===== src/rtl/prbs_pkg.sv =====
// Shared types and helpers for the PRBS generator/checker: polynomial selection,
// tap lookup, lock FSM states and a word popcount.
package prbs_pkg;

    localparam int unsigned LFSR_W = 31;

    typedef enum logic [1:0] {
        PRBS7  = 2'b00,
        PRBS9  = 2'b01,
        PRBS15 = 2'b10,
        PRBS31 = 2'b11
    } prbs_mode_t;

    typedef enum logic {
        SEEK   = 1'b0,
        LOCKED = 1'b1
    } lock_state_t;

    // Primary tap is also the register length of the polynomial.
    function automatic logic [4:0] tap1(input prbs_mode_t m);
        case (m)
            PRBS7:   return 5'd7;
            PRBS9:   return 5'd9;
            PRBS15:  return 5'd15;
            default: return 5'd31;
        endcase
    endfunction

    function automatic logic [4:0] tap2(input prbs_mode_t m);
        case (m)
            PRBS7:   return 5'd6;
            PRBS9:   return 5'd5;
            PRBS15:  return 5'd14;
            default: return 5'd28;
        endcase
    endfunction

    function automatic logic [4:0] length(input prbs_mode_t m);
        return tap1(m);
    endfunction

    function automatic logic [LFSR_W-1:0] len_mask(input prbs_mode_t m);
        return LFSR_W'((64'd1 << length(m)) - 64'd1);
    endfunction

    function automatic logic [5:0] popcount(input logic [31:0] v);
        logic [5:0] c;
        c = '0;
        for (int i = 0; i < 32; i++) begin
            c = c + 6'(v[i]);
        end
        return c;
    endfunction

endpackage


===== src/rtl/prbs_lfsr_step.sv =====
// Combinational W-step Fibonacci LFSR advance. With ext_en low the register
// runs free; with ext_en high the supplied bits are shifted in instead of feedback.
module prbs_lfsr_step
    import prbs_pkg::*;
#(
    parameter int unsigned W = 8
) (
    input  logic [LFSR_W-1:0] state,
    input  prbs_mode_t        mode,
    input  logic              ext_en,
    input  logic [W-1:0]      ext_bits,
    output logic [LFSR_W-1:0] next_state,
    output logic [W-1:0]      pred
);

    logic [4:0]        t1;
    logic [4:0]        t2;
    logic [LFSR_W-1:0] msk;

    assign t1  = tap1(mode);
    assign t2  = tap2(mode);
    assign msk = len_mask(mode);

    // pred holds the feedback bit predicted at each step, MSB = earliest.
    always_comb begin
        logic [LFSR_W-1:0] s;
        logic              fb;
        logic              b;
        s    = state;
        fb   = 1'b0;
        b    = 1'b0;
        pred = '0;
        for (int i = W - 1; i >= 0; i--) begin
            fb      = s[t1 - 5'd1] ^ s[t2 - 5'd1];
            b       = ext_en ? ext_bits[i] : fb;
            pred[i] = fb;
            s       = ((s << 1) | LFSR_W'(b)) & msk;
        end
        next_state = s;
    end

endmodule


===== src/rtl/prbs_gen_chk_nb.sv =====
// W-bit-per-cycle PRBS generator plus self-synchronising checker with lock
// tracking and saturating bit/error counters for BER measurement.
module prbs_gen_chk_nb
    import prbs_pkg::*;
#(
    parameter int unsigned W        = 8,
    parameter int unsigned CW       = 32,
    parameter int unsigned LOCK_CNT = 16,
    parameter int unsigned WIN      = 64,
    parameter int unsigned LOSS_THR = 8
) (
    input  logic          clk,
    input  logic          rst,
    input  logic [1:0]    mode,
    input  logic          inv,
    input  logic          gen_en,
    output logic [W-1:0]  gen_data,
    output logic          gen_valid,
    input  logic          chk_valid,
    input  logic [W-1:0]  chk_data,
    input  logic          cnt_clr,
    output logic          locked,
    output logic          err_word,
    output logic [CW-1:0] err_cnt,
    output logic [CW-1:0] bit_cnt
);

    localparam int unsigned CLEAN_W = $clog2(LOCK_CNT + 1);
    localparam int unsigned WIN_W   = $clog2(WIN + 1);
    localparam int unsigned BAD_W   = $clog2(LOSS_THR + 1);
    localparam int unsigned SUM_W   = CW + 1;

    prbs_mode_t        mode_e;
    logic [1:0]        mode_q;
    logic              inv_q;
    logic              cfg_chg;

    logic [LFSR_W-1:0] gen_lfsr;
    logic [LFSR_W-1:0] gen_next;
    logic [W-1:0]      gen_bits;
    logic [LFSR_W-1:0] chk_hist;
    logic [LFSR_W-1:0] chk_next;
    logic [W-1:0]      chk_rx;
    logic [W-1:0]      chk_pred;
    logic [W-1:0]      chk_err;
    logic [5:0]        err_pop;
    logic              word_bad;

    lock_state_t       state;
    lock_state_t       state_next;
    logic [CLEAN_W-1:0] clean_cnt;
    logic [CLEAN_W-1:0] clean_next;
    logic [WIN_W-1:0]   win_cnt;
    logic [WIN_W-1:0]   win_next;
    logic [BAD_W-1:0]   bad_cnt;
    logic [BAD_W-1:0]   bad_next;

    logic              count_en;
    logic [SUM_W-1:0]  err_sum;
    logic [SUM_W-1:0]  bit_sum;

    assign mode_e  = prbs_mode_t'(mode);
    assign cfg_chg = (mode != mode_q) || (inv != inv_q);

    prbs_lfsr_step #(.W(W)) u_gen_step (
        .state      (gen_lfsr),
        .mode       (mode_e),
        .ext_en     (1'b0),
        .ext_bits   ('0),
        .next_state (gen_next),
        .pred       (gen_bits)
    );

    // Checker history is built from received bits with inversion removed.
    assign chk_rx = chk_data ^ {W{inv}};

    prbs_lfsr_step #(.W(W)) u_chk_step (
        .state      (chk_hist),
        .mode       (mode_e),
        .ext_en     (1'b1),
        .ext_bits   (chk_rx),
        .next_state (chk_next),
        .pred       (chk_pred)
    );

    assign chk_err  = chk_rx ^ chk_pred;
    assign err_pop  = popcount(32'(chk_err));
    assign word_bad = (err_pop != 6'd0);
    assign locked   = (state == LOCKED);

    assign count_en = !cfg_chg && chk_valid && (state == LOCKED);
    assign err_sum  = {1'b0, err_cnt} + SUM_W'(err_pop);
    assign bit_sum  = {1'b0, bit_cnt} + SUM_W'(W);

    // Lock FSM next state and its qualifying counters.
    always_comb begin
        state_next = state;
        clean_next = clean_cnt;
        win_next   = win_cnt;
        bad_next   = bad_cnt;
        if (cfg_chg) begin
            state_next = SEEK;
            clean_next = '0;
            win_next   = '0;
            bad_next   = '0;
        end else if (chk_valid) begin
            case (state)
                SEEK: begin
                    if (word_bad) begin
                        clean_next = '0;
                    end else if (clean_cnt == CLEAN_W'(LOCK_CNT - 1)) begin
                        state_next = LOCKED;
                        clean_next = '0;
                        win_next   = '0;
                        bad_next   = '0;
                    end else begin
                        clean_next = clean_cnt + CLEAN_W'(1);
                    end
                end
                LOCKED: begin
                    if (word_bad && (bad_cnt == BAD_W'(LOSS_THR - 1))) begin
                        state_next = SEEK;
                        clean_next = '0;
                        win_next   = '0;
                        bad_next   = '0;
                    end else if (win_cnt == WIN_W'(WIN - 1)) begin
                        win_next = '0;
                        bad_next = '0;
                    end else begin
                        win_next = win_cnt + WIN_W'(1);
                        bad_next = bad_cnt + BAD_W'(word_bad);
                    end
                end
                default: state_next = SEEK;
            endcase
        end
    end

    always_ff @(posedge clk) begin
        if (rst) begin
            mode_q    <= mode;
            inv_q     <= inv;
            gen_lfsr  <= '1;
            chk_hist  <= '0;
            gen_data  <= '0;
            gen_valid <= 1'b0;
            err_word  <= 1'b0;
            state     <= SEEK;
            clean_cnt <= '0;
            win_cnt   <= '0;
            bad_cnt   <= '0;
            err_cnt   <= '0;
            bit_cnt   <= '0;
        end else begin
            mode_q    <= mode;
            inv_q     <= inv;
            state     <= state_next;
            clean_cnt <= clean_next;
            win_cnt   <= win_next;
            bad_cnt   <= bad_next;
            // A config change restarts both sequences and discards this cycle's words.
            if (cfg_chg) begin
                gen_lfsr  <= '1;
                chk_hist  <= '0;
                gen_valid <= 1'b0;
                err_word  <= 1'b0;
            end else begin
                gen_valid <= gen_en;
                if (gen_en) begin
                    gen_lfsr <= gen_next;
                    gen_data <= gen_bits ^ {W{inv}};
                end
                if (chk_valid) begin
                    chk_hist <= chk_next;
                end
                err_word <= chk_valid && word_bad;
            end
            if (cnt_clr) begin
                err_cnt <= '0;
                bit_cnt <= '0;
            end else if (count_en) begin
                err_cnt <= err_sum[CW] ? '1 : err_sum[CW-1:0];
                bit_cnt <= bit_sum[CW] ? '1 : bit_sum[CW-1:0];
            end
        end
    end

endmodule


===== config.mk =====
export PLATFORM = sky130hd
export DESIGN_NAME = prbs_gen_chk_nb
export DESIGN_NICKNAME = d
export VERILOG_FILES = /design/src/rtl/prbs_pkg.sv /design/src/rtl/prbs_lfsr_step.sv /design/src/rtl/prbs_gen_chk_nb.sv
export SDC_FILE = /design/constraint.sdc
export NUM_CORES = 1
export LEC_CHECK = 0
export BUFFER_PORTS_ARGS = -buffer_cell sky130_fd_sc_hd__buf_2
export CORE_MARGIN = 2
export CORE_UTILIZATION = 40
export CTS_BUF_LIST = sky130_fd_sc_hd__clkbuf_16
export DETAILED_ROUTE_END_ITERATION = 8
export MAX_ROUTING_LAYER = met4
export PLACE_DENSITY = 0.55
export SYNTH_ARGS = -nofsm -noshare
export SYNTH_HDL_FRONTEND = slang
export SYNTH_SLANG_ARGS = --single-unit

===== constraint.sdc =====
create_clock -name clk -period 9.5 [get_ports clk]
set_input_delay 2.375 -clock clk [delete_from_list [all_inputs] [get_ports clk]]
set_output_delay 2.375 -clock clk [all_outputs]
set_load 0.02 [all_outputs]

# Word level (Yosys, flattened, before mapping)
# Cells that the tools add are included.
[word_totals] word_cells=193 ff_bits=156 output_inout_bits=75 inputBits=16
[classes] n_bitwise=53 shifts=1 n_eq_ne=10 n_mux=86 n_addsub=15 n_lt_le_gt_ge=2 n_reduce_logical=13
[ops] operator="AND 31 bit" count=16
[ops] operator="bitwise OR 31 x 1 -> 31 bit" count=16
[ops] operator="binary-select mux 1 bit (select 5 bit)" count=32
[ops] operator="two-way mux 32 bit" count=2
[ops] operator="two-way mux 1 bit" count=35
[ops] operator="adder 32 x 4 -> 33 bit, second input constant" count=1
[ops] operator="adder 32 x 6 -> 33 bit" count=1
[ops] operator="left shift 1 x 5 -> 31 bit, first input constant" count=1
[ops] operator="subtractor 31 x 1 -> 31 bit, second input constant" count=1
[ops] operator="case mux 5 bit (3 select lines)" count=2
[ops] operator="two-way mux 7 bit" count=4
[ops] operator="XOR 8 bit" count=3
[ops] operator="two-way mux 4 bit" count=4
[ops] operator="XOR 1 bit" count=16
[ops] operator="two-way mux 5 bit" count=3
[ops] operator="case mux 7 bit (2 select lines)" count=1
[ops] operator="adder 6 x 1 -> 6 bit" count=2
[ops] operator="< comparator 5 x 6 -> 1 bit, second input constant" count=2
[ops] operator="case mux 5 bit (2 select lines)" count=1
[ops] operator="subtractor 5 x 1 -> 5 bit, second input constant" count=2
[ops] operator="case mux 4 bit (2 select lines)" count=1
[ops] operator="adder 7 x 1 -> 7 bit, second input constant" count=1
[ops] operator="equality test 7 x 6 -> 1 bit, second input constant" count=1
[ops] operator="adder 5 x 1 -> 6 bit" count=1
[ops] operator="24 further kinds" count=31

# Logic depth before layout (Yosys ltp)
# Gate-level depths: netlist (run 1).
[logic_depth] ltp_word=43 mapped_depth=34 ltp_nobuf=29

# Hierarchy
# A second synthesis (run 1) with hierarchy kept.
[hier_totals] hier_cells=1494 area_unflattened_um2=12303.0
[by_module_without_submodules] mod="prbs_gen_chk_nb" area_each_um2=6957.9 seq_area_each_um2=3083.0 cells_per_inst=750 instances=1
[by_module_without_submodules] mod="prbs_lfsr_step" area_each_um2=2672.6 seq_area_each_um2=0.0 cells_per_inst=372 instances=2

# Worst setup path after synthesis (run 1)
# No wires, ideal clock.
[synth_timing] kind="input to register" start="input port mode[1]" end="register err_cnt[26]" cell_stages=31 required_ps=9429 path_slack_ps=-778 arrival_time_ps=10208 n_path_buf=9 cell_sequence="inv_1 ha_1 clkbuf_1 buf_2 buf_2 buf_1 buf_1 buf_1 clkbuf_1 clkbuf_1 buf_2 o21ai_0 mux4_2 xnor2_1 fa_1 fa_1 fa_1 inv_1 ha_1 fa_1 xor2_1 ha_1 a21o_1 a21oi_1 nor3_1 nand2_1 nor2_1 and2_1 nand3_1 xor2_1 a21oi_1"
[synth_via] elab_chain_cells=30
[synth_lines] item="start, declared" line_no="prbs_gen_chk_nb.sv:14" text="input logic [1:0] mode,"
[synth_lines] item="equality test 2 bit, or another cell as far along" line_no="prbs_pkg.sv:21, prbs_pkg.sv:30"
[synth_lines] item="case mux 5 bit (3 select lines)" line_no="prbs_pkg.sv:21" text="case (m)"
[synth_lines] item="left shift 1 x 5 -> 31 bit" line_no="prbs_pkg.sv:43" text="return LFSR_W'((64'd1 << length(m)) - 64'd1);"
[synth_lines] item="subtractor 31 x 1 -> 31 bit" line_no="prbs_pkg.sv:43"
[synth_lines] item="AND 31 bit" line_no="prbs_lfsr_step.sv:37" text="s = ((s << 1) | LFSR_W'(b)) & msk;"
[synth_lines] item="bitwise OR 31 x 1 -> 31 bit" line_no="prbs_lfsr_step.sv:37"
[synth_lines] item="AND 31 bit" line_no="prbs_lfsr_step.sv:37"
[synth_lines] item="bitwise OR 31 x 1 -> 31 bit" line_no="prbs_lfsr_step.sv:37"
[synth_lines] item="[13 not listed]"
[synth_lines] item="adder 1 x 1 -> 2 bit" line_no="prbs_pkg.sv:50" text="c = c + 6'(v[i]);"
[synth_lines] item="adder 2 x 1 -> 3 bit" line_no="prbs_pkg.sv:50"
[synth_lines] item="adder 3 x 1 -> 4 bit" line_no="prbs_pkg.sv:50"
[synth_lines] item="adder 4 x 1 -> 5 bit" line_no="prbs_pkg.sv:50"
[synth_lines] item="adder 5 x 1 -> 6 bit" line_no="prbs_pkg.sv:50"
[synth_lines] item="adder 6 x 1 -> 6 bit (2 in series)" line_no="prbs_pkg.sv:50"
[synth_lines] item="adder 32 x 6 -> 33 bit" line_no="prbs_gen_chk_nb.sv:92" text="assign err_sum = {1'b0, err_cnt} + SUM_W'(err_pop);"
[synth_lines] item="two-way mux 32 bit" line_no="prbs_gen_chk_nb.sv:182" text="err_cnt <= err_sum[CW] ? '1 : err_sum[CW-1:0];"
[synth_lines] item="end signal, assigned" line_no="prbs_gen_chk_nb.sv:182"
[synth_lines] item="end, declared" line_no="prbs_gen_chk_nb.sv:24" text="output logic [CW-1:0] err_cnt,"
# Parallel ways exist; a longest one is shown, timed or not. The select of a mux whose other input is x is not followed.
# A chain may end at the register's enable or synchronous reset.

# Worst setup path after layout (run 1)
[layout_timing] start="input port mode[1]" end="register err_cnt[27]"
# The elaborated chain is that of the path after synthesis.

==> run_results.csv, run 1 <==
group,metric,value,unit
sta,rsz0062_at_grt,"false",
sta,tightestPinTransition,1161,ps
placed_design,port_buffers,90,
cells_and_area,nNetsFinal,1402,
grt,grt_pass1_vias,9290,
cells_and_area,regArea,3083,um2
route,drt_iter0_drc,1001,
synthesis,yosys_warnings,0,
cts,clkTransAtPathRegs,70,ps
synthesis,synth_ff_type,"dfxtp_1",
synthesis,async_reset_ff_frac,0,
route,drtPass1Iterations,5,
sta,finalHoldViolCount,0,
cts,post_cts_buffers,0,
cts,cts-root-buf,"clkbuf_16",
cts,cts_hold_buffers,0,
cells_and_area,syn_to_final_growth,13.02,%
grt,gr-total-overflow,0,
floorplanning,start_util,0.4060,
cts,cts_num_sinks,154,
critical_path,crit_fanout,7,
cells_and_area,drive_gt1_frac,0.1658,
cells_and_area,multiInputGateArea,6967,um2
power,ir_worst_vdd,0.1100,mV
critical_path,cp-end-kind,"flop",
sta,final.setup.tns,0,ps
cells_and_area,fillCellCount,2610,
synthesis,syn_inst,1316,
critical_path,worst-path-buf-inv,4,
sta,postLayoutSetupSlackWorst,960.5,ps
critical_path,worstPathRequired,9770,ps
sta,fin_crit_sh,0.8989,
floorplanning,io-pin-count,91,
synthesis,synth_edf_count,0,
cells_and_area,utilization,0.4589,
power,power.density,155.2,nW/um2
critical_path,setup.worst_path.class,"primary input to flop",
critical_path,critPathSlowestCell,"fa_1",
cts,cts_buffers,17,
flow_run,drv_cap,0,
sta,final-setup-viol-count,0,
cells_and_area,final_cell_mix,"dfxtp_1, a21oi_1, nand2_1",
critical_path,cp_common_cell,"fa_1",
route,wl_per_cell,19.79,um
floorplanning,die_h,166.2,um
critical_path,cp-start-kind,"primary input",
grt,antenna_found_initial,1,
sta,min_period,8539,ps
synthesis,synth_nets,1356,
sta,slew_viol_final,0,
cts,cts_tree,"built",
floorplanning,dieArea,27610,um2
floorplanning,die_w,166.2,um
sta,maxSlewHeadroom,0.2257,
synthesis,ys_seq_area_frac,0.2931,
route,wl,33870,um
synthesis,synth-seq-cells,154,
placed_design,gp_congestion,0.9805,
placed_design,dp_hpwl,23540,um
route,ant_nets,0,
floorplanning,rows,59,
critical_path,cpLargestDelayFamily,"adder cells",
synthesis,netlist_area,10520,um2
synthesis,synth.distinct_cells,89,
critical_path,slowest_delay,540,ps
cells_and_area,mostFrequentLayoutCell,"dfxtp_1",
cts,cts-resized-gates,0,
cts,clock_latency,450,ps
route,vias,10200,
cts,clock_path_buffers,2,
sta,max_freq,117.1,MHz
critical_path,cp.arrival,8810,ps
cts,cts.htree.levels,4,
route,drc,0,
power,p_leak,4.422,nW
synthesis,syn_avg_cell_area,7.994,um2
grt,grt_pass1_wl,54050,um
worst_hold_path,hold_class,"flop to flop",
route,viasPerCell,5.959,
grt,grt_max_degree,69,
placed_design,place_ws,592.7,ps
floorplanning,core,25910,um2
grt,grt.total_usage,0.2483,
status,outcome,"finished clean",
sta,skew,17.81,ps
[path summary, 6_finish.rpt]
check	slack [ps]	to	start	cells after the start
setup / recovery	960	err_cnt[27]	mode[1]	28
hold / removal	450	gen_data[7]	gen_data[7]	2
setup reg to reg	3280	err_cnt[27]	chk_hist[7]	25
hold reg to reg	450	gen_data[7]	gen_data[7]	2
[registers in the layout (all words and copies together), names as in the netlist, 2 cells and up]
register / flops
bad_cnt: 4
bit_cnt: 30
chk_hist: 31
clean_cnt: 5
err_cnt: 32
gen_data: 8
gen_lfsr: 31
mode_q: 2
win_cnt: 7
[layout make-up]
class | count | share of cell area
clock inverters | 15 | 0.01284
repair buffers | 127 | 0.06124
clock buffers | 17 | 0.03578
inverters | 30 | 0.009471
multi-input cells | 1032 | 0.5859
diodes | 1 | 0.0002105
well taps | 335 | 0.03525
flip-flops and latches | 154 | 0.2593
[tightest hold or removal path: stages (launching register included)]
cell and delay, ps:
dfxtp_1 310, nand2_1 50, a21oi_1 50
[power by group]
group,switching (mW),internal (mW),total [mW]
Sequential,0.00907,0.652,0.661
Clock,0.352,0.352,0.704
Combinational,0.297,0.184,0.481
[stage by stage]
step	cell area [um2]	power, mW	hold slack, ps	std cells
finish	11890	1.846	450.0	1711
global route	11890	1.941	473.7	1711
floorplan	10540	1.032	422.5	1316
global placement	11310	1.143	439.8	1678
CTS	11890	1.848	454.3	1710
detailed placement	11310	1.147	443.4	1678
[routing by layer]
| metal | part of all wire | routed length (um) | vias up | GRT usage |
|---|---|---|---|---|
| li1 | - | - | 4877 | - |
| met1 | 0.48 | 16110 | 4813 | 0.3582 |
| met2 | 0.43 | 14410 | 450 | 0.3558 |
| met3 | 0.075 | 2528 | 56 | 0.04004 |
| met4 | 0.024 | 820 | 0 | 0.07335 |
| met5 | 0 | 0 | - | - |
[cell usage after synthesis, types with 5 or more instances]
cell,instances,area (um2)
o211ai_1,16,120.1
nand3b_1,5,37.54
nor4_1,7,43.79
a21o_1,6,45.04
o221a_2,6,67.56
nand3_1,76,380.4
o21ai_1,6,30.03
and3_1,31,193.9
o221ai_1,11,96.34
xnor2_1,49,429.2
nor2_1,98,367.9
o211a_1,5,50.05
xor2_1,55,481.7
buf_2,6,30.03
a21boi_0,5,37.54
o22ai_1,10,62.56
mux4_2,15,337.8
mux2_2,13,146.4
ha_1,19,237.7
mux2i_1,41,410.4
or4_1,5,37.54
nor2b_1,17,106.4
inv_1,29,108.9
o32ai_1,6,52.55
a31oi_1,10,62.56
a211o_1,19,166.4
clkbuf_1,72,270.3
or3_1,6,37.54
a22oi_1,9,67.56
dfxtp_1,154,3083
or2_2,7,43.79
nand4_1,19,118.9
o21ai_0,60,300.3
and2_1,9,56.30
o21a_1,8,60.06
fa_1,5,100.1
nand2_1,112,420.4
nand2b_1,34,212.7
a211oi_1,11,82.58
nor3_1,19,95.09
a21oi_1,139,695.7
buf_1,19,71.32
[cells by family (layout without fill, tap and decap cells)]
kind of cell,Yosys count,count (layout),share of synthesized area
other,0,1,0
AOI/OAI and AO/OA,368,368,0.2284
buffers and inverters,130,189,0.04852
and+or+nand+nor,463,463,0.2204
muxes,72,72,0.08884
adders and majority gates,24,24,0.03211
xor gates and xnor gates,105,105,0.08872
DFF,154,154,0.2931
Note: power is estimated with default switching activity, not from simulation.
==> run 2: changes to the inputs <==
--- a/config.mk
+++ b/config.mk
@@ -11,7 +11,8 @@
 export CTS_BUF_LIST = sky130_fd_sc_hd__clkbuf_16
 export DETAILED_ROUTE_END_ITERATION = 8
 export MAX_ROUTING_LAYER = met4
-export PLACE_DENSITY = 0.55
+export PLACE_DENSITY = 0.53
+export SETUP_SLACK_MARGIN = 0.05
 export SYNTH_ARGS = -nofsm -noshare
 export SYNTH_HDL_FRONTEND = slang
 export SYNTH_SLANG_ARGS = --single-unit
==> constraint.sdc (replaced) <==
create_clock -name clk -period 10.7 [get_ports clk]
set_input_delay 2.675 -clock clk [delete_from_list [all_inputs] [get_ports clk]]
set_output_delay 2.675 -clock clk [all_outputs]
set_load 0.02 [all_outputs]
==> run_results.csv, run 2 (same netlist as run 1, synthesis figures left out) <==
group,metric,value,unit
status,outcome,"finished clean",
sta,fin_crit_sh,0.8863,
route,ant_nets,0,
cts,cts_tree,"built",
cts,cts_hold_buffers,0,
sta,finalHoldViolCount,0,
sta,skew,15.38,ps
critical_path,crit_end,"err_cnt[30]",
cells_and_area,mostFrequentLayoutCell,"dfxtp_1",
placed_design,port_buffers,90,
route,drt_iter0_drc,1011,
cts,clock_latency,430,ps
sta,slew_viol_final,0,
critical_path,cp_common_cell,"fa_1",
sta,min_period,9483,ps
cts,cts_buffers,17,
cells_and_area,largest_reg_flops,32,
placed_design,dp_cells,1673,
critical_path,cp.arrival,9770,ps
cells_and_area,fin_cells,1705,
critical_path,crit_fanout,8,
power,seqPwrFrac,0.354,
placed_design,gp_congestion,0.9358,
route,drtPass1Iterations,5,
sta,final.setup.tns,0,ps
power,power.density,139.6,nW/um2
cts,cts-resized-gates,0,
sta,final-setup-viol-count,0,
cts,cts.htree.levels,4,
route,wl_per_cell,19.32,um
route,viasPerCell,5.882,
power,swShare,0.3386,
grt,grt_pass1_wl,52450,um
sta,maxSlewHeadroom,0.3768,
cts,post_cts_buffers,0,
worst_hold_path,hold_class,"flop to flop",
route,vias,10030,
grt,grt_pass1_vias,9364,
floorplanning,dieArea,27610,um2
power,p_leak,4.420,nW
critical_path,worstPathRequired,10980,ps
floorplanning,die_w,166.2,um
power,p_int,1.097,mW
sta,rsz0062_at_grt,"false",
cells_and_area,top_register,"err_cnt",
grt,gr-total-overflow,0,
sta,max_freq,105.5,MHz
cells_and_area,final_cell_mix,"dfxtp_1, a21oi_1, nand2_1",
critical_path,cp-start-kind,"primary input",
critical_path,cp-end-kind,"flop",
critical_path,ff2ff_path_depth,22,
cts,cts-root-buf,"clkbuf_16",
cells_and_area,drive_gt1_frac,0.1628,
critical_path,cp-startpoint,"mode[0]",
critical_path,slowest_delay,630,ps
grt,grt_max_degree,69,
flow_run,drv_cap,0,
critical_path,reg2reg_to,"err_cnt[30]",
cells_and_area,largestRegisters,"err_cnt: 32 flops, chk_hist: 31 flops, gen_lfsr: 31 flops",
route,drc,0,
floorplanning,start_util,0.4060,
sta,tightestPinTransition,932.6,ps
floorplanning,die_h,166.2,um
critical_path,rrSetupSlack,4300,ps
cts,clkTransAtPathRegs,70,ps
worst_hold_path,min_from,"clean_cnt[4]",
power,ir_worst_vdd,0.1015,mV
cells_and_area,syn_to_final_growth,12.89,%
floorplanning,rows,59,
floorplanning,core,25910,um2
worst_hold_path,min_path_cells,2,
critical_path,critPathSlowestCell,"nor3_1",
cells_and_area,nNetsFinal,1397,
cells_and_area,antennaDiodeCount,0,
critical_path,r2r_start,"chk_hist[8]",
placed_design,dp_hpwl,22950,um
route,wl,32940,um
grt,antenna_found_initial,0,
power,power_frac_comb,0.255,
grt,grt.total_usage,0.2398,
floorplanning,io-pin-count,91,
power,p_sw,561.4,uW
power,pwr-share-clk,0.391,
cts,clock_path_buffers,2,
critical_path,setup.worst_path.class,"primary input to flop",
cts,cts_num_sinks,154,
## run 2: worst min path at each step
stage,endpoint,slack [ps]
CTS,clean_cnt[4],460
detailed placement,clean_cnt[4],450
global route,clean_cnt[4],460
global placement,gen_data[6],440
finish,clean_cnt[4],450
floorplan,clean_cnt[4],420
## run 2: layout make-up
type                       count  area (um2)
sequential                   154        3083
multi-input combinational   1032        6967
fill                        2594       14030
timing repair buffer         122       690.7
inverter                      30       112.6
clock inverter                15       178.9
tap                          335       419.2
clock buffer                  17       425.4
## run 2: worst max-delay path, delay by kind of cell
| family | cells | cell delay (ps) |
|---|---|---|
| AO/OA/AOI/OAI | 7 | 930 |
| XOR/XNOR | 4 | 650 |
| adder cells (fa/ha/maj) | 7 | 2910 |
| buffers and inverters | 3 | 340 |
| multiplexers | 1 | 420 |
| AND/OR/NAND/NOR | 7 | 1840 |
## run 2: through the flow
| step | setup slack, ps | power [mW] | hold slack, ps | util | instance area [um2] |
|---|---|---|---|---|---|
| after global routing | 696.0 | 1.747 | 464.6 | 0.4584 | 11880 |
| after detailed placement | 859.7 | 1.013 | 446.4 | 0.4350 | 11270 |
| after global placement | 953.1 | 1.014 | 438.8 | 0.4350 | 11270 |
| after floorplan | 122.0 | 0.9160 | 422.5 | - | 10520 |
| after CTS | 1255 | 1.667 | 457.1 | 0.4584 | 11880 |
| final | 1217 | 1.658 | 453.3 | 0.4584 | 11880 |
## run 2: power by group through the flow
stage / clock network, mW / registers (mW) / logic (mW)
finish: 0.649 / 0.587 / 0.423
detailed placement: 0 / 0.600 / 0.413
global route: 0.684 / 0.587 / 0.476
global placement: 0 / 0.600 / 0.414
CTS: 0.660 / 0.586 / 0.420
floorplan: 0 / 0.598 / 0.318
## run 2: metal layers
metal	part of all wire	vias to the layer above	GRT usage
li1	-	4859	-
met1	0.50	4739	0.3464
met2	0.42	386	0.3471
met3	0.066	44	0.03813
met4	0.018	0	0.06276
met5	0	-	-
==> run 3: changes to the inputs <==
--- a/config.mk
+++ b/config.mk
@@ -5,13 +5,13 @@
 export SDC_FILE = /design/constraint.sdc
 export NUM_CORES = 1
 export LEC_CHECK = 0
-export BUFFER_PORTS_ARGS = -buffer_cell sky130_fd_sc_hd__buf_2
 export CORE_MARGIN = 2
 export CORE_UTILIZATION = 40
 export CTS_BUF_LIST = sky130_fd_sc_hd__clkbuf_16
 export DETAILED_ROUTE_END_ITERATION = 8
+export DONT_BUFFER_PORTS = 1
 export MAX_ROUTING_LAYER = met4
-export PLACE_DENSITY = 0.53
+export PLACE_DENSITY = 0.5
 export SETUP_SLACK_MARGIN = 0.05
 export SYNTH_ARGS = -nofsm -noshare
 export SYNTH_HDL_FRONTEND = slang
==> run_results.csv, run 3 (same netlist as run 1, synthesis figures left out) <==
group,metric,value,unit
grt,grt_max_degree,69,
critical_path,r2r_start,"chk_hist[7]",
power,p_sw,569.8,uW
flow_run,drv_cap,0,
sta,rsz0062_at_grt,"false",
grt,grt_pass1_vias,9104,
floorplanning,dieArea,27610,um2
critical_path,cp_common_cell,"fa_1",
power,p_total,1.647,mW
critical_path,worst-path-buf-inv,2,
power,power_frac_comb,0.247,
cts,clock_path_buffers,2,
route,drtPass1Iterations,6,
power,power.density,144.8,nW/um2
sta,min_period,9164,ps
cts,cts-root-buf,"clkbuf_16",
critical_path,slowest_delay,580,ps
cells_and_area,nNetsFinal,1297,
placed_design,dp_hpwl,22950,um
power,seqPwrFrac,0.358,
power,swShare,0.3459,
critical_path,ff2ff_path_depth,25,
floorplanning,die_w,166.2,um
cts,clock_latency,440,ps
cells_and_area,mostFrequentLayoutCell,"dfxtp_1",
placed_design,gp_congestion,0.9052,
sta,tightestPinTransition,1153,ps
sta,final-setup-viol-count,0,
cts,post_cts_buffers,0,
power,p_leak,3.893,nW
floorplanning,rows,59,
status,outcome,"finished clean",
route,vias,9686,
cts,cts.htree.levels,4,
cells_and_area,drive_gt1_frac,0.09764,
cells_and_area,largest_reg_flops,32,
sta,final.setup.tns,0,ps
critical_path,cp.arrival,9430,ps
floorplanning,core,25910,um2
grt,gr-total-overflow,0,
cells_and_area,top_register,"err_cnt",
power,pwr-share-clk,0.395,
sta,maxSlewHeadroom,0.2310,
sta,fin_crit_sh,0.8565,
worst_hold_path,min_path_cells,2,
cts,clkTransAtPathRegs,80,ps
critical_path,cpLargestDelayFamily,"adder cells",
route,wl,33280,um
cells_and_area,antennaDiodeCount,0,
cts,cts_hold_buffers,0,
grt,grt_pass1_wl,53390,um
critical_path,critPathSlowestCell,"nor3_1",
sta,slew_viol_final,0,
cts,cts_buffers,17,
critical_path,setup.worst_path.class,"primary input to flop",
critical_path,worstPathRequired,10960,ps
critical_path,rrSetupSlack,4390,ps
cells_and_area,final_cell_mix,"dfxtp_1, a21oi_1, nand2_1",
critical_path,reg2reg_to,"err_cnt[26]",
critical_path,cp-start-kind,"primary input",
cts,cts_tree,"built",
cts,cts_num_sinks,154,
placed_design,port_buffers,0,
floorplanning,die_h,166.2,um
worst_hold_path,min_from,"clean_cnt[4]",
sta,max_freq,109.1,MHz
cells_and_area,largestRegisters,"err_cnt: 32 flops, chk_hist: 31 flops, gen_lfsr: 31 flops",
worst_hold_path,hold_end,"clean_cnt[4]",
sta,skew,16.68,ps
grt,grt.total_usage,0.2448,
power,p_int,1.077,mW
route,wl_per_cell,20.74,um
floorplanning,io-pin-count,91,
route,drt_iter0_drc,1097,
floorplanning,start_util,0.4060,
route,drc,0,
power,ir_worst_vdd,0.08576,mV
route,ant_nets,0,
critical_path,crit_fanout,8,
critical_path,cp-end-kind,"flop",
worst_hold_path,hold_class,"flop to flop",
cts,cts-resized-gates,0,
cells_and_area,syn_to_final_growth,8.100,%
sta,finalHoldViolCount,0,
route,viasPerCell,6.035,
grt,antenna_found_initial,0,
==> run 3: changes by cell type in the layout (fill, tap and decap cells not counted) <==
| cell | before | now |
|---|---|---|
| clkinv_8 | 0 | 4 |
| inv_12 | 0 | 1 |
| buf_4 | 32 | 22 |
| inv_1 | 30 | 29 |
| bufinv_16 | 2 | 1 |
| inv_6 | 4 | 1 |
| buf_2 | 90 | 0 |
==> run 3: worst max path at each step <==
stage,start,endpoint,slack (ps),depth (start not counted)
detailed placement,mode[1],err_cnt[26],1090,27
global placement,mode[1],err_cnt[26],1200,28
floorplan,mode[1],err_cnt[26],120,31
CTS,mode[1],err_cnt[26],1510,27
global route,mode[1],err_cnt[30],960,28
finish,mode[1],err_cnt[26],1540,28
==> run 3: worst register-to-register path, cell delays in order, from the launching register on <==
cell and delay [ps]:
dfxtp_1 470, nor2b_1 330, a21boi_0 150, o32ai_1 120, o21ai_0 150, xnor2_1 180, nor2_1 50, a21oi_1 170
xnor2_1 160, fa_1 470, fa_1 520, fa_1 550, inv_1 40, ha_1 220, fa_1 380, xor2_1 180
ha_1 340, a21o_1 130, a21oi_1 100, nor3_1 580, nand2_1 210, nor2_1 160, and2_1 160, nand3_1 90
xor2_1 150, a21oi_1 80
==> run 3: area by class of cell <==
cell class              count  area (um2)
fillers                  2642       14540
multi-input cells        1032        6967
flip-flops and latches    154        3083
clock buffers              17       425.4
well taps                 335       419.2
clock inverters            15       200.2
repair buffers             22       165.2
inverters                  30       112.6
==> run 3: metal layers <==
layer	vias up	GRT usage	wire [um]
met4	0	0.07637	805
li1	4666	-	-
met1	4541	0.3436	15620
met5	-	-	0
met2	411	0.3480	13900
met3	68	0.05577	2955
==> run 3: per-stage QoR <==
| stage | utilization | hold WS [ps] | cell area (um2) | instances | setup WS [ps] |
|---|---|---|---|---|---|
| 5_1_grt | 0.4389 | 481.8 | 11370 | 1605 | 964.5 |
| 4_1_cts | 0.4389 | 453.8 | 11370 | 1605 | 1512 |
| 3_5_place_dp | 0.4147 | 441.0 | 10750 | 1573 | 1092 |
| 6_report | 0.4389 | 452.7 | 11370 | 1605 | 1536 |
| 3_3_place_gp | 0.4147 | 449.9 | 10750 | 1573 | 1196 |
| 2_1_floorplan | - | 422.5 | 10520 | 1316 | 122.0 |
==> run 3: power by group through the flow <==
stage | Clock [mW] | Combinational, mW | Sequential (mW)
2_1_floorplan | 0 | 0.318 | 0.598
3_3_place_gp | 0 | 0.397 | 0.603
3_5_place_dp | 0 | 0.401 | 0.603
4_1_cts | 0.668 | 0.402 | 0.590
5_1_grt | 0.689 | 0.460 | 0.591
6_report | 0.651 | 0.406 | 0.590
